**src/rtl/mem_port_arbiter_if.sv**
```systemverilog
// rtl/mem_port_arbiter_if.sv - requester-side bundle for mem_port_arbiter (port D load/store, port F fetch)
interface mem_port_arbiter_if #(
  parameter int ADDR_WIDTH = 8,
  parameter int DATA_WIDTH = 16
);
  logic                  d_req;
  logic                  d_we;
  logic [ADDR_WIDTH-1:0] d_addr;
  logic [DATA_WIDTH-1:0] d_wdata;
  logic                  d_gnt;
  logic                  d_rvalid;
  logic [DATA_WIDTH-1:0] d_rdata;

  logic                  f_req;
  logic [ADDR_WIDTH-1:0] f_addr;
  logic                  f_gnt;
  logic                  f_rvalid;
  logic [DATA_WIDTH-1:0] f_rdata;

  modport master (
    output d_req, d_we, d_addr, d_wdata, f_req, f_addr,
    input  d_gnt, d_rvalid, d_rdata, f_gnt, f_rvalid, f_rdata
  );

  modport slave (
    input  d_req, d_we, d_addr, d_wdata, f_req, f_addr,
    output d_gnt, d_rvalid, d_rdata, f_gnt, f_rvalid, f_rdata
  );
endinterface

```
**src/rtl/mem_port_arbiter.sv**
```systemverilog
// rtl/mem_port_arbiter.sv - two-requester arbiter for a 1R/1W memory; define MEM_ARB_RR_EN for round-robin read conflicts
module mem_port_arbiter #(
  parameter int ADDR_WIDTH   = 8,
  parameter int DATA_WIDTH   = 16,
  parameter int STARVE_LIMIT = 3
) (
  input  logic                  clk,
  input  logic                  rst_n,
  mem_port_arbiter_if.slave     bus,
  output logic                  mem_write_en,
  output logic [ADDR_WIDTH-1:0] mem_write_addr,
  output logic [DATA_WIDTH-1:0] mem_data_in,
  output logic [ADDR_WIDTH-1:0] mem_read_addr,
  input  logic [DATA_WIDTH-1:0] mem_data_out
);

  localparam int              CW    = $clog2(STARVE_LIMIT + 1);
  localparam logic [CW-1:0]   LIMIT = CW'(STARVE_LIMIT);

  logic d_load;
  logic conflict;
  logic d_wins;
  logic d_gnt;
  logic f_gnt;
  logic d_rd_gnt;

  logic [CW-1:0]         starve_cnt_q, starve_cnt_d;
  logic                  rr_last_q, rr_last_d;
  logic                  d_rvalid_q, d_rvalid_d;
  logic                  f_rvalid_q, f_rvalid_d;
  logic [DATA_WIDTH-1:0] d_rdata_q, d_rdata_d;
  logic [DATA_WIDTH-1:0] f_rdata_q, f_rdata_d;

  // Grants are gated by rst_n so nothing reaches the memory while reset is held.
  always_comb begin
    d_load   = bus.d_req & ~bus.d_we;
    conflict = d_load & bus.f_req;
`ifdef MEM_ARB_RR_EN
    d_wins   = rr_last_q;
`else
    d_wins   = (starve_cnt_q != LIMIT);
`endif
    d_gnt    = rst_n & bus.d_req & ~(conflict & ~d_wins);
    f_gnt    = rst_n & bus.f_req & ~(conflict & d_wins);
    d_rd_gnt = d_gnt & ~bus.d_we;
  end

  always_comb begin
    mem_write_en   = d_gnt & bus.d_we;
    mem_write_addr = bus.d_addr;
    mem_data_in    = bus.d_wdata;
    mem_read_addr  = d_rd_gnt ? bus.d_addr : bus.f_addr;
  end

  // rr_last=1 means F won the most recent conflict, so D is next in line.
  always_comb begin
    starve_cnt_d = starve_cnt_q;
    rr_last_d    = rr_last_q;
`ifdef MEM_ARB_RR_EN
    starve_cnt_d = '0;
    if (conflict && rst_n) begin
      rr_last_d = f_gnt;
    end
`else
    rr_last_d = 1'b0;
    if (!bus.f_req || f_gnt) begin
      starve_cnt_d = '0;
    end else if (conflict && starve_cnt_q != LIMIT) begin
      starve_cnt_d = starve_cnt_q + 1'b1;
    end
`endif
  end

  always_comb begin
    d_rvalid_d = d_rd_gnt;
    f_rvalid_d = f_gnt;
    d_rdata_d  = d_rd_gnt ? mem_data_out : d_rdata_q;
    f_rdata_d  = f_gnt    ? mem_data_out : f_rdata_q;
  end

  always_ff @(posedge clk or negedge rst_n) begin
    if (!rst_n) begin
      starve_cnt_q <= '0;
      rr_last_q    <= 1'b0;
      d_rvalid_q   <= 1'b0;
      f_rvalid_q   <= 1'b0;
      d_rdata_q    <= '0;
      f_rdata_q    <= '0;
    end else begin
      starve_cnt_q <= starve_cnt_d;
      rr_last_q    <= rr_last_d;
      d_rvalid_q   <= d_rvalid_d;
      f_rvalid_q   <= f_rvalid_d;
      d_rdata_q    <= d_rdata_d;
      f_rdata_q    <= f_rdata_d;
    end
  end

  assign bus.d_gnt    = d_gnt;
  assign bus.f_gnt    = f_gnt;
  assign bus.d_rvalid = d_rvalid_q;
  assign bus.f_rvalid = f_rvalid_q;
  assign bus.d_rdata  = d_rdata_q;
  assign bus.f_rdata  = f_rdata_q;

endmodule
```
**src/flat_wrapper.sv**
```systemverilog
// flat-port wrapper written by rule: the top's interface ports become plain ports
module mem_port_arbiter_flat 
#(
  parameter int ADDR_WIDTH   = 8,
  parameter int DATA_WIDTH   = 16,
  parameter int STARVE_LIMIT = 3
)
  (clk, rst_n, mem_write_en, mem_write_addr, mem_data_in, mem_read_addr, mem_data_out, bus_d_req, bus_d_we, bus_d_addr, bus_d_wdata, bus_f_req, bus_f_addr, bus_d_gnt, bus_d_rvalid, bus_d_rdata, bus_f_gnt, bus_f_rvalid, bus_f_rdata);
  mem_port_arbiter_if #(.ADDR_WIDTH(ADDR_WIDTH), .DATA_WIDTH(DATA_WIDTH)) bus_i ();
  input  logic clk;
  input  logic rst_n;
  output logic mem_write_en;
  output logic [ADDR_WIDTH-1:0] mem_write_addr;
  output logic [DATA_WIDTH-1:0] mem_data_in;
  output logic [ADDR_WIDTH-1:0] mem_read_addr;
  input  logic [DATA_WIDTH-1:0] mem_data_out;
  input wire logic [$bits(bus_i.d_req)-1:0] bus_d_req;
  input wire logic [$bits(bus_i.d_we)-1:0] bus_d_we;
  input wire logic [$bits(bus_i.d_addr)-1:0] bus_d_addr;
  input wire logic [$bits(bus_i.d_wdata)-1:0] bus_d_wdata;
  input wire logic [$bits(bus_i.f_req)-1:0] bus_f_req;
  input wire logic [$bits(bus_i.f_addr)-1:0] bus_f_addr;
  output wire logic [$bits(bus_i.d_gnt)-1:0] bus_d_gnt;
  output wire logic [$bits(bus_i.d_rvalid)-1:0] bus_d_rvalid;
  output wire logic [$bits(bus_i.d_rdata)-1:0] bus_d_rdata;
  output wire logic [$bits(bus_i.f_gnt)-1:0] bus_f_gnt;
  output wire logic [$bits(bus_i.f_rvalid)-1:0] bus_f_rvalid;
  output wire logic [$bits(bus_i.f_rdata)-1:0] bus_f_rdata;
  assign bus_i.d_req = bus_d_req;
  assign bus_i.d_we = bus_d_we;
  assign bus_i.d_addr = bus_d_addr;
  assign bus_i.d_wdata = bus_d_wdata;
  assign bus_i.f_req = bus_f_req;
  assign bus_i.f_addr = bus_f_addr;
  assign bus_d_gnt = bus_i.d_gnt;
  assign bus_d_rvalid = bus_i.d_rvalid;
  assign bus_d_rdata = bus_i.d_rdata;
  assign bus_f_gnt = bus_i.f_gnt;
  assign bus_f_rvalid = bus_i.f_rvalid;
  assign bus_f_rdata = bus_i.f_rdata;
  mem_port_arbiter #(.ADDR_WIDTH(ADDR_WIDTH), .DATA_WIDTH(DATA_WIDTH), .STARVE_LIMIT(STARVE_LIMIT)) u_core (.clk(clk), .rst_n(rst_n), .bus(bus_i), .mem_write_en(mem_write_en), .mem_write_addr(mem_write_addr), .mem_data_in(mem_data_in), .mem_read_addr(mem_read_addr), .mem_data_out(mem_data_out));
endmodule
```
**config.mk**
```make
export PLATFORM = sky130hd
export DESIGN_NAME = mem_port_arbiter_flat
export DESIGN_NICKNAME = d
export VERILOG_FILES = /design/src/rtl/mem_port_arbiter_if.sv /design/src/rtl/mem_port_arbiter.sv /design/src/flat_wrapper.sv
export SDC_FILE = /design/constraint.sdc
export NUM_CORES = 1
export LEC_CHECK = 0
export BUFFER_PORTS_ARGS = -buffer_cell sky130_fd_sc_hd__clkbuf_2
export CORE_MARGIN = 1.5
export CORE_UTILIZATION = 41
export CTS_CLUSTER_DIAMETER = 80
export DETAILED_ROUTE_END_ITERATION = 6
export PLACE_DENSITY = 0.79
export SYNTH_ARGS = -nofsm -noshare
export SYNTH_HDL_FRONTEND = slang
export SYNTH_SLANG_ARGS = --single-unit
```
**constraint.sdc**
```tcl
create_clock -name clk -period 2.5 [get_ports clk]
set_input_delay 0.75 -clock clk [delete_from_list [all_inputs] [get_ports clk]]
set_output_delay 0.75 -clock clk [all_outputs]
set_load 0.05 [all_outputs]
```
Yosys cells after proc, flatten, opt, wreduce, memory -nomap -nowiden
Index checks and enable logic that the tools add are counted.

Add/sub/neg operators: 1. $mul: 0. Div/mod/pow operators: 0. Magnitude comparators: 0. Equality and inequality tests: 1. Shift-type cells: 0. Multiplexer cells: 3. Bitwise gates (word level): 14. Reductions and logical operators: 4.

Operators by type and width (number): 1-bit bitwise AND (10); 8-bit two-way mux (1); 2-bit two-way mux (2); 1-bit inverter (4); 2-bit by 1-bit adder with 2-bit output (second input constant) (1); 2-bit inequality test (second input constant) (1); 2-bit nonzero test (1); 1-bit logical AND (1); 1-bit logical NOT (1); 1-bit logical OR (1).

Bits in registers: 36. Latch bits: 0. Memory bits (writable): 0. Memory bits (read-only): 0. Bits of input ports: 53. Output and inout bits: 69. Logic and storage cells: 28. Memories: 0.

Depth between registers and ports, before layout
Gate-level depths: netlist of the first run.

Word-level depth: 8. Depth in mapped cells: 5. Gate-level depth less buffers: 4.

Worst setup path after synthesis of the first run
Ideal clock, no wire load.

Path kind: input port to output port. Start point: input bus_d_req. End point: output mem_read_addr[0]. Arrival time: 1810 ps. Data required time: 1750 ps. Slack: -60 ps. Stages on the path: 4. Buffers on the path: 1. Cells stage by stage: nand2_1 a211oi_4 buf_6 mux2_2.

Longest elaborated chain between the ends: 7. Elaborated cells on any way between the ends: 8. Those cells by class: mux (1); bitwise (7).

RTL lines: start: declaration (line flat_wrapper.sv:17) `input wire logic [$bits(bus_i.d_req)-1:0] bus_d_req;`; 1-bit bitwise AND (line mem_port_arbiter.sv:36) `d_load = bus.d_req & ~bus.d_we;`; 1-bit bitwise AND (line mem_port_arbiter.sv:37) `conflict = d_load & bus.f_req;`; 1-bit bitwise AND (line mem_port_arbiter.sv:43) `d_gnt = rst_n & bus.d_req & ~(conflict & ~d_wins);`; 1-bit inverter (line mem_port_arbiter.sv:43); 1-bit bitwise AND (*) (line mem_port_arbiter.sv:43); 1-bit bitwise AND (*) (line mem_port_arbiter.sv:45) `d_rd_gnt = d_gnt & ~bus.d_we;`; via u_core.d_rd_gnt (line mem_port_arbiter.sv:25) `logic d_rd_gnt;`; 8-bit two-way mux (*) (line mem_port_arbiter.sv:52) `mem_read_addr = d_rd_gnt ? bus.d_addr : bus.f_addr;`; end: declaration (line flat_wrapper.sv:15) `output logic [ADDR_WIDTH-1:0] mem_read_addr;`.

Mark *: on every way through the listed nets, which the timed path passes. The rest lies on a longest branch.

Final worst setup path of the first run
Start point: input bus_f_req. End point: output mem_read_addr[0].

Longest elaborated chain between the ends: 6.

RTL lines: start: declaration (line flat_wrapper.sv:21) `input wire logic [$bits(bus_i.f_req)-1:0] bus_f_req;`; 1-bit bitwise AND (line mem_port_arbiter.sv:37); 1-bit bitwise AND (line mem_port_arbiter.sv:43); 1-bit inverter (line mem_port_arbiter.sv:43); 1-bit bitwise AND (line mem_port_arbiter.sv:43); 1-bit bitwise AND (line mem_port_arbiter.sv:45); 8-bit two-way mux (line mem_port_arbiter.sv:52).

Every way passes these cells.

==> summary.txt, run 1 <==
Worst setup path
  • CP Cell Sequence: clkbuf_2, a211oi_4, buf_6, mux2_4, buf_8
  • Type of origin of the critical path: input pin
  • Critical Path Fanout Max: 6
  • WP data arrival: 1.79 ns
  • WP data required: 1.75 ns
  • CP max stage cell: mux2_4
  • Critical path class: input pin to output port
  • Crit end category: output port
  • Critical path's largest stage delay: between 0.3 and 0.4 ns

Place
  • Placer Congestion: 0.648
  • Placed cell count: between 200 and 250
  • Post-DP Area: 2180 sq um
  • HPWL after DPL: 2.94 mm
  • IO Port Bufs: 89

Routing
  • Via count: 1201
  • Initial DRC count: 18
  • 1st-pass router iterations: 4
  • Routed WL: 3.95 mm
  • Final ANT Viol Nets: 0
  • DRC: 0
  • Wire length per cell: approximately 16 um
  • DR vias/cell: 4.77

Floorplanning
  • Starting Density: 42.8%
  • Die area: about 4600 sq um
  • Num ports: 122
  • Core region area: 4030 sq um
  • Die H: between 60 and 70 um
  • Die width: 67.9 um
  • Std cell rows: 23

Synthesis
  • Yosys top cell area share: around 52%
  • Mapped Avg Cell Area: 14.6 sq um
  • Seq/Total Area, Yosys: a little over half
  • Synth Instances: 118
  • Most frequent cell after synthesis: dfrtp_1
  • Most frequent cells after synthesis: dfrtp_1, mux2_2, buf_4
  • Yosys warnings: 0
  • FF+latch count, synth: 36
  • Post-synth EDFFs: 0
  • Synth top area cells: dfrtp_1, mux2_2, buf_4
  • Area leader, netlist: dfrtp_1
  • Mapped Area: 1730 sq um
  • Top_reg_cell synth: dfrtp_1
  • Async SR Flop Fraction: 100%
  • Syn Nets: 172
  • Synth unique cells: 18

Min path
  • Hold Crit Class: flop to flop

CTS
  • Clk root buf: clkbuf_8
  • Htree depth: 2
  • CTS Buf Count: 5
  • Worst skew pair latency: 0.29 ns
  • TritonCTS clock tree: yes
  • Clock Sink Count: 36
  • Clk buf depth: 2
  • CTS clk-pin slew, worst paths: 0.07 ns

STA
  • # setup viols final: 8
  • Max-slew headroom: 79.0%
  • Post-route minimum period: 2.54 ns
  • RSZ-0062 raised after global routing: yes
  • Slew @ Worst Pin: 0.315 ns
  • Final Hold Viols: 0
  • Pins Over Slew Limit: 0
  • Hold_ws: 0.506 ns
  • PnR worst setup slack: -0.0420 ns
  • Period utilization: 102%
  • Fmax: 393 MHz
  • Clock skew: 0.00604 ns
  • Final setup TNS: -0.205 ns

Outcome
  • Failing checks: setup timing
  • Status: finished, violations left

Global route
  • Initial antenna violation count: 0
  • Vias in the first global route: about 1200
  • GRT overflow: 0
  • First-pass GRT wire length: 5.80 mm
  • Largest net degree at the start of global routing: 40
  • Gr usage total: 17.6%

Layout
  • Non-Filler Instances: 252
  • Fin area: between 2000 and 2500 sq um
  • Diodes inserted: 0
  • Final nets: 255
  • Share of layout cells above drive strength 1: 77.7%
  • Fin util: 59.4%
  • Syn-to-layout area delta: 38.8%

Flow run
  • Max_cap viols: 0

Pwr
  • Peak VDD IR: 0.000528 V
  • Pleak: 0.00122 uW
  • PwrDens: between 800 and 900 nW/um^2
==> final cells by class <==
cell class	count	area, sq um
Clock buffer	6	82.6
Tap cell	50	62.6
Clock inverter	2	10.0
Inverter	1	3.75
Sequential cell	36	901
Multi-Input combinational cell	54	666
Fill cell	327	1630
Timing Repair Buffer	103	669
==> timing repair <==
| action | 4_1_cts | 5_1_grt |
|---|---|---|
| buffers inserted | 4 | 2 |
| setup endpoints to repair | 9 | 9 |
| gates cloned | 1 | 0 |
| pin swaps | 1 | 2 |
| hold buffers | 0 | 0 |
| resized for setup | 19 | 13 |
==> cells by family (layout without fill, tap and decap cells) <==
| group | Yosys count | in the layout | synth area share [%] |
|---|---|---|---|
| muxes | 41 | 41 | 28.6 |
| DFF | 36 | 36 | 52.2 |
| buffers and inverters | 28 | 112 | 12.6 |
| and+or+nand+nor | 9 | 9 | 3.84 |
| AOI/OAI and AO/OA | 3 | 3 | 1.96 |
| adders and majority gates | 1 | 1 | 0.725 |
==> placed cells by master (no fill, tap or decap) <==
cell | Yosys | final
ha_4 | 0 | 1
nand2_8 | 0 | 1
clkbuf_8 | 0 | 7
dfrtp_1 | 36 | 36
nand2b_1 | 1 | 1
nor3b_4 | 1 | 1
a21boi_0 | 1 | 1
or3b_2 | 1 | 1
clkbuf_2 | 0 | 78
a31oi_1 | 1 | 1
inv_1 | 1 | 1
mux2i_1 | 1 | 1
buf_4 | 24 | 13
a211oi_4 | 1 | 1
mux2_2 | 31 | 23
buf_8 | 0 | 7
nand2_1 | 3 | 2
buf_12 | 0 | 2
clkinv_2 | 0 | 2
mux2_4 | 9 | 17
and2_1 | 1 | 1
nor2_4 | 1 | 1
buf_6 | 3 | 2
nor2_1 | 1 | 1
==> report_power, final <==
| part | internal [uW] | leakage [uW] | switching (uW) |
|---|---|---|---|
| registers | 680 | 0.000432 | 51.2 |
| logic | 240 | 0.000738 | 543 |
| clock network | 220 | 0.0000510 | 202 |
| total | 1140 | 0.00122 | 797 |
==> worst paths after layout <==
check | start | depth (start not counted) | end | slack [ns]
setup / recovery | bus_f_req | 5 | mem_read_addr[0] | -0.04
hold / removal | u_core.bus.d_rdata[0] | 1 | u_core.bus.d_rdata[0] | 0.51
setup reg to reg | u_core.starve_cnt_q[1] | 7 | u_core.bus.d_rdata[5] | 0.63
hold reg to reg | u_core.bus.d_rdata[0] | 1 | u_core.bus.d_rdata[0] | 0.51
max in group asynchronous | rst_n | 2 | u_core.bus.d_rdata[9] | 1.74
min in group asynchronous | rst_n | 2 | u_core.bus.f_rdata[10] | 0.52
==> metal layers <==
layer  global-route usage (%)  wire, um  up-vias
met5                        0         0        -
met4                     6.25        62        0
met3                     5.92       391       10
met2                     31.3      1970       72
met1                     19.7      1520      575
li1                         -         -      544
==> flip-flops by register name, summed over array words and instances (netlist names) <==
name / flops
u_core.bus.f_rdata: 16
u_core.bus.d_rdata: 16
u_core.starve_cnt_q: 2
u_core.bus.f_rvalid: 1
u_core.bus.d_rvalid: 1
==> per-stage QoR <==
stage               total power, uW  setup slack [ns]
CTS                            1960            -0.119
floorplan                      1380           0.00239
detailed placement             1500            -0.214
global route                   2030           -0.0759
global placement               1500            -0.200
finish                         1940           -0.0420
==> critical path: cells and delay by family <==
family | cells | cell delay, ns
buffers and inverters | 3 | 0.44
multiplexers | 1 | 0.32
AO/OA/AOI/OAI | 1 | 0.28
Note: power is estimated with default switching activity, not from simulation.
==> inputs of run 2 (changes only) <==
--- a/config.mk
+++ b/config.mk
@@ -11,6 +11,7 @@
 export CTS_CLUSTER_DIAMETER = 80
 export DETAILED_ROUTE_END_ITERATION = 6
 export PLACE_DENSITY = 0.79
+export SKIP_CTS_REPAIR_TIMING = 1
 export SYNTH_ARGS = -nofsm -noshare
 export SYNTH_HDL_FRONTEND = slang
 export SYNTH_SLANG_ARGS = --single-unit
==> constraint.sdc (replaced) <==
create_clock -name clk -period 2.5 [get_ports clk]
set_input_delay 0.625 -clock clk [delete_from_list [all_inputs] [get_ports clk]]
set_output_delay 0.625 -clock clk [all_outputs]
set_load 0.05 [all_outputs]
==> run 2 against run 1 <==
Effect of this change:
- the run now ends clean
- global-route usage is 1.2 points lower
- non-clock buffer count is 6 lower
- fmax is 3.8% higher
- critical path depth stayed put
- sequential share of layout area is 2.5 points higher
- die area stayed put
- count of clock-buffer cells in the layout stayed put
- clock power is 10% lower
- critical endpoint is now mem_read_addr[2]
==> summary.txt, run 2 (same netlist as run 1, synthesis figures left out) <==
Outcome
  • Status: finished clean

Layout
  • Share of layout cells above drive strength 1: 75.9% (-1.8 points)
  • Fin area: 2250 sq um (-6.2%)
  • Most common cell after layout, fill and taps aside: clkbuf_2
  • Final nets: 249 (-2.4%)
  • Fillers: 338 (+3.4%)
  • Syn-to-layout area delta: 30.2%
  • Commonest cells after routing, fill and taps aside: clkbuf_2, dfrtp_1, mux2_2, mux2_4, buf_6
  • Diodes inserted: 0 (unchanged)

CTS
  • Worst skew pair latency: 0.28 ns (about the same)
  • CTS Buf Count: 5 (unchanged)
  • Clock Sink Count: 36 (unchanged)
  • Clk buf depth: 2 (unchanged)
  • Clk root buf: clkbuf_8
  • CTS clk-pin slew, worst paths: 0.07 ns (about the same)
  • Htree depth: 2 (unchanged)
  • TritonCTS clock tree: yes

Worst setup path
  • CP startpoint: u_core.starve_cnt_q[0]
  • Worst reg2reg path depth: 6 (-1)
  • WP data arrival: 1.82 ns (+0.03 ns)
  • Crit end category: output port
  • R2R Setup Slk: 0.67 ns (+0.04 ns)
  • CP top delay family: flip-flops
  • Critical path's largest stage delay: 0.42 ns (+0.10 ns)
  • CP Buf/Inv Count: 2 (-1)
  • WP data required: 1.88 ns (+0.13 ns)
  • Critical Path Fanout Max: 12 (+6)
  • R2R Path End: u_core.bus.d_rdata[13]
  • CP Cell Sequence: ha_4, a211oi_4, buf_12, mux2_2, buf_6
  • Crit path to: mem_read_addr[2]
  • Critical path depth: 5 (unchanged)
  • Type of origin of the critical path: flop
  • Worst r2r src: u_core.starve_cnt_q[0]
  • CP max stage cell: dfrtp_1
  • Critical path class: flop to output port

Place
  • IO Port Bufs: 89 (unchanged)
  • Placer Congestion: 0.743 (+15%)
  • Post-Place Worst Slack: 0.0531 ns (+0.267 ns)
  • Post-DP Area: 2080 sq um (-4.2%)
  • HPWL after DPL: 2.74 mm (-6.7%)

STA
  • Pins Over Slew Limit: 0 (unchanged)
  • Fmax: 408 MHz (+3.8%)
  • Slew @ Worst Pin: 0.467 ns (+0.152 ns)
  • Final setup TNS: 0 ns (+0.205 ns)
  • Post-route minimum period: 2.45 ns (-0.0935 ns)
  • Max-slew headroom: 68.8% (-10 points)
  • Period utilization: 97.9% (-3.7 points)
  • RSZ-0062 raised after global routing: no
  • PnR worst setup slack: 0.0515 ns (+0.0935 ns)
  • Clock skew: 0.00547 ns (-0.000574 ns)
  • Final Hold Viols: 0 (unchanged)
  • # setup viols final: 0 (-8)

Pwr
  • PwrDens: 831 nW/um^2 (+2.8%)
  • Gate power share: 40.4% (about the same)
  • Seq pwr share: 39.3% (+1.5 points)
  • Pleak: 0.00113 uW (-7.1%)
  • Internal power: 1090 uW (-4.5%)
  • Peak VDD IR: 0.000543 V (+2.9%)
  • Tot Pwr: 1870 uW (-3.6%)
  • Clk pwr share: 20.3% (-1.5 points)
  • Sw power: 778 uW (-2.3%)
  • Sw frac: 41.7% (+0.55 points)

Min path
  • Hold Crit Class: flop to flop

Floorplanning
  • Die H: 67.9 um (unchanged)
  • Starting Density: 42.8% (unchanged)
  • Std cell rows: 23 (unchanged)
  • Core region area: 4030 sq um (unchanged)
  • Num ports: 122 (unchanged)
  • Die width: 67.9 um (unchanged)
  • Die area: 4610 sq um (unchanged)

Routing
  • DRC: 0 (unchanged)
  • Final ANT Viol Nets: 0 (unchanged)
  • 1st-pass router iterations: 3 (-1)
  • Wire length per cell: 15.2 um (-3.0%)
  • DR vias/cell: 4.68 (-1.9%)
  • Initial DRC count: 13 (-5)
  • Routed WL: 3.72 mm (-5.7%)
  • Via count: 1146 (-4.6%)

Global route
  • First-pass GRT wire length: 5.24 mm (-9.5%)
  • Gr usage total: 16.4% (-1.2 points)
  • GRT overflow: 0 (unchanged)
  • Initial antenna violation count: 0 (unchanged)
  • Largest net degree at the start of global routing: 39 (-2.5%)
  • Vias in the first global route: 1044 (-16%)

Flow run
  • Max_cap viols: 0 (unchanged)
==> run 2: cell types whose count changed in the layout (fill, tap and decap cells not counted) <==
cell	before	now
buf_4	13	7
clkinv_2	2	1
clkbuf_2	78	80
buf_8	7	0
mux2_4	17	9
clkbuf_1	0	1
buf_6	2	8
mux2_2	23	31
nand2_8	1	0
nand2_1	2	3
clkbuf_8	7	5
==> run 2: through the flow <==
stage	util, %	std cells	hold slack, ns
floorplan	-	118	0.329
global placement	51.7	235	0.490
detailed placement	51.7	235	0.494
global route	55.8	245	0.519
CTS	53.7	242	0.514
finish	55.8	245	0.509
==> run 2: routing by layer <==
metal | wire length [um] | track usage [%]
met1 | 1560 | 21.2
met2 | 1730 | 24.6
met3 | 376 | 6.91
met4 | 53 | 6.00
met5 | 0 | 0
==> run 2: cell type report <==
| cell class | instances | area [sq um] | share of cell area [%] |
|---|---|---|---|
| multi-input combinational | 54 | 619 | 27.6 |
| tap | 50 | 62.6 | 2.78 |
| inverter | 1 | 3.75 | 0.167 |
| timing repair buffer | 97 | 583 | 25.9 |
| clock inverter | 1 | 5.00 | 0.223 |
| sequential | 36 | 901 | 40.1 |
| clock buffer | 6 | 72.6 | 3.23 |
==> run 2: how the worst min path moves through the flow <==
stage	startpoint	endpoint	depth (start not counted)
after floorplan	rst_n	u_core.bus.d_rdata[0]	0
after detailed placement	u_core.bus.f_rdata[14]	u_core.bus.f_rdata[14]	1
after CTS	u_core.bus.d_rdata[1]	u_core.bus.d_rdata[1]	1
after global placement	u_core.bus.f_rdata[0]	u_core.bus.f_rdata[0]	1
final	u_core.bus.d_rdata[1]	u_core.bus.d_rdata[1]	1
after global routing	u_core.bus.f_rdata[6]	u_core.bus.f_rdata[6]	1
==> run 2: worst register-to-register path, stage by stage, from the launching register on <==
cell	delay, ns
dfrtp_1	0.42
ha_4	0.20
a211oi_4	0.24
buf_12	0.17
buf_4	0.11
buf_4	0.21
mux2_2	0.36
==> run 2: power by group through the flow <==
stage,combinational [uW],sequential [uW],clock (uW)
2_1_floorplan,285,1080,0
3_3_place_gp,735,742,0
3_5_place_dp,744,740,0
4_1_cts,744,734,401
5_1_grt,788,746,426
6_report,755,734,379
==> inputs of run 3 (changes only) <==
--- a/config.mk
+++ b/config.mk
@@ -10,8 +10,10 @@
 export CORE_UTILIZATION = 41
 export CTS_CLUSTER_DIAMETER = 80
 export DETAILED_ROUTE_END_ITERATION = 6
+export MAX_ROUTING_LAYER = met4
 export PLACE_DENSITY = 0.79
 export SKIP_CTS_REPAIR_TIMING = 1
+export SLEW_MARGIN = 25
 export SYNTH_ARGS = -nofsm -noshare
 export SYNTH_HDL_FRONTEND = slang
 export SYNTH_SLANG_ARGS = --single-unit
==> run 3 against run 2 <==
Effect of this change:
- non-clock buffer count did not move
- sequential power barely moved
- register-to-register slack barely moved
- count of clock-buffer cells in the layout did not move
- largest cell class unchanged
==> summary.txt, run 3 (same netlist as run 1, synthesis figures left out) <==
Pwr
  • Clk pwr share: 20.1% (-0.2 points)
  • Seq pwr share: 39.4% (about the same)
  • Gate power share: 40.5% (about the same)
  • Pleak: 0.00113 uW (unchanged)
  • Sw frac: 41.6% (-0.11 points)
  • Tot Pwr: 1860 uW (-0.18%)
  • Internal power: 1090 uW (about the same)
  • Sw power: 775 uW (-0.44%)
  • PwrDens: 830 nW/um^2 (-0.18%)
  • Peak VDD IR: 0.000544 V (+0.14%)

Worst setup path
  • WP data arrival: 1.82 ns (about the same)
  • Worst r2r src: u_core.starve_cnt_q[0]
  • Worst reg2reg path depth: 6 (unchanged)
  • CP Cell Sequence: ha_4, a211oi_4, buf_12, mux2_2, buf_6
  • Type of origin of the critical path: flop
  • Critical path class: flop to output port
  • CP top delay family: flip-flops
  • Crit end category: output port
  • R2R Setup Slk: 0.67 ns (about the same)
  • Critical Path Fanout Max: 12 (unchanged)
  • WP data required: 1.88 ns (about the same)
  • R2R Path End: u_core.bus.d_rdata[4]
  • Critical path's largest stage delay: 0.42 ns (about the same)
  • CP max stage cell: dfrtp_1
  • CP Buf/Inv Count: 2 (unchanged)

Min path
  • Hold Path Depth: 1 (unchanged)
  • Critical hold path startpoint: u_core.bus.d_rdata[1]
  • Hold endpoint: u_core.bus.d_rdata[1]
  • Hold Crit Class: flop to flop

Layout
  • Syn-to-layout area delta: 30.2% (unchanged)
  • Fin util: 55.8% (unchanged)
  • Most common cell after layout, fill and taps aside: clkbuf_2
  • Diodes inserted: 0 (unchanged)
  • Commonest cells after routing, fill and taps aside: clkbuf_2, dfrtp_1, mux2_2, mux2_4, buf_6
  • Final nets: 249 (unchanged)
  • Share of layout cells above drive strength 1: 75.9% (unchanged)

STA
  • Hold_ws: 0.509 ns (-0.000100 ns)
  • Max-slew headroom: 69.3% (+0.43 points)
  • Clock skew: 0.00509 ns (-0.000375 ns)
  • Pins Over Slew Limit: 0 (unchanged)
  • # setup viols final: 0 (unchanged)
  • Post-route minimum period: 2.44 ns (-0.00453 ns)
  • Final Hold Viols: 0 (unchanged)
  • PnR worst setup slack: 0.0560 ns (+0.00453 ns)
  • Fmax: 409 MHz (+0.19%)
  • Period utilization: 97.8% (-0.18 points)
  • Slew @ Worst Pin: 0.461 ns (-0.00638 ns)

Place
  • Post-Place Worst Slack: 0.0531 ns (unchanged)
  • HPWL after DPL: 2.74 mm (unchanged)
  • Placer Congestion: 0.753 (+1.3%)
  • IO Port Bufs: 89 (unchanged)

CTS
  • CTS Buf Count: 5 (unchanged)
  • Htree depth: 2 (unchanged)
  • Clk root buf: clkbuf_8
  • Clk buf depth: 2 (unchanged)
  • Clock Sink Count: 36 (unchanged)
  • CTS clk-pin slew, worst paths: 0.07 ns (about the same)
  • Worst skew pair latency: 0.28 ns (about the same)
  • TritonCTS clock tree: yes

Floorplanning
  • Starting Density: 42.8% (unchanged)
  • Std cell rows: 23 (unchanged)
  • Die width: 67.9 um (unchanged)
  • Die H: 67.9 um (unchanged)
  • Die area: 4610 sq um (unchanged)
  • Num ports: 122 (unchanged)
  • Core region area: 4030 sq um (unchanged)

Global route
  • Gr usage total: 16.9% (+0.51 points)
  • Vias in the first global route: 1042 (-0.19%)
  • GRT overflow: 0 (unchanged)
  • First-pass GRT wire length: 5.26 mm (+0.25%)
  • Largest net degree at the start of global routing: 39 (unchanged)
  • Initial antenna violation count: 0 (unchanged)

Routing
  • Final ANT Viol Nets: 0 (unchanged)
  • Via count: 1142 (-0.35%)
  • 1st-pass router iterations: 3 (unchanged)
  • DR vias/cell: 4.66 (-0.35%)
  • Initial DRC count: 13 (unchanged)
  • Wire length per cell: 15.1 um (-0.59%)
  • DRC: 0 (unchanged)
  • Routed WL: 3.70 mm (-0.59%)

Flow run
  • Max_cap viols: 0 (unchanged)

Outcome
  • Status: finished clean
==> run 3: cell counts in the layout (fill, tap and decap cells not counted) <==
No cell type changed its count.
==> run 3: final cells by class <==
class | instances | area [sq um]
clock buffers | 6 | 72.6
clock inverters | 1 | 5.00
fillers | 338 | 1780
inverters | 1 | 3.75
multi-input cells | 54 | 619
flip-flops and latches | 36 | 901
well taps | 50 | 62.6
repair buffers | 97 | 583
==> run 3: worst max-delay path by stage <==
| stage | startpoint | to | slack [ns] | cells past startpoint |
|---|---|---|---|---|
| 3_3_place_gp | rst_n | mem_read_addr[5] | 0.08 | 6 |
| 3_5_place_dp | rst_n | mem_read_addr[7] | 0.05 | 6 |
| 2_1_floorplan | u_core.starve_cnt_q[0] | mem_read_addr[0] | 0.18 | 4 |
| 4_1_cts | u_core.starve_cnt_q[0] | mem_read_addr[7] | -0.16 | 5 |
| 5_1_grt | u_core.starve_cnt_q[0] | mem_read_addr[6] | -0.0007 | 5 |
| 6_report | u_core.starve_cnt_q[0] | mem_read_addr[2] | 0.06 | 5 |
==> run 3: layer usage <==
layer	vias up	part of all wire [%]	routed length [um]	track usage, %
li1	531	-	-	-
met1	529	42	1560	21.5
met2	75	47	1730	24.6
met3	7	9.8	362	6.58
met4	0	1.4	53	6.00
met5	-	0	0	-
==> run 3: through the flow <==
step / instances / TNS, ns / area [sq um]
2_1_floorplan: 118 / 0 / 1730
3_5_place_dp: 235 / 0 / 2080
3_3_place_gp: 235 / 0 / 2080
5_1_grt: 245 / -0.000661 / 2250
4_1_cts: 242 / -1.24 / 2160
6_report: 245 / 0 / 2250
==> run 3: power by group through the flow <==
| stage | Clock (uW) | Sequential (uW) | Combinational [uW] |
|---|---|---|---|
| 6_report | 376 | 734 | 755 |
| 5_1_grt | 427 | 746 | 787 |
| 4_1_cts | 401 | 734 | 744 |
| 3_5_place_dp | 0 | 740 | 744 |
| 3_3_place_gp | 0 | 742 | 735 |
| 2_1_floorplan | 0 | 1080 | 285 |
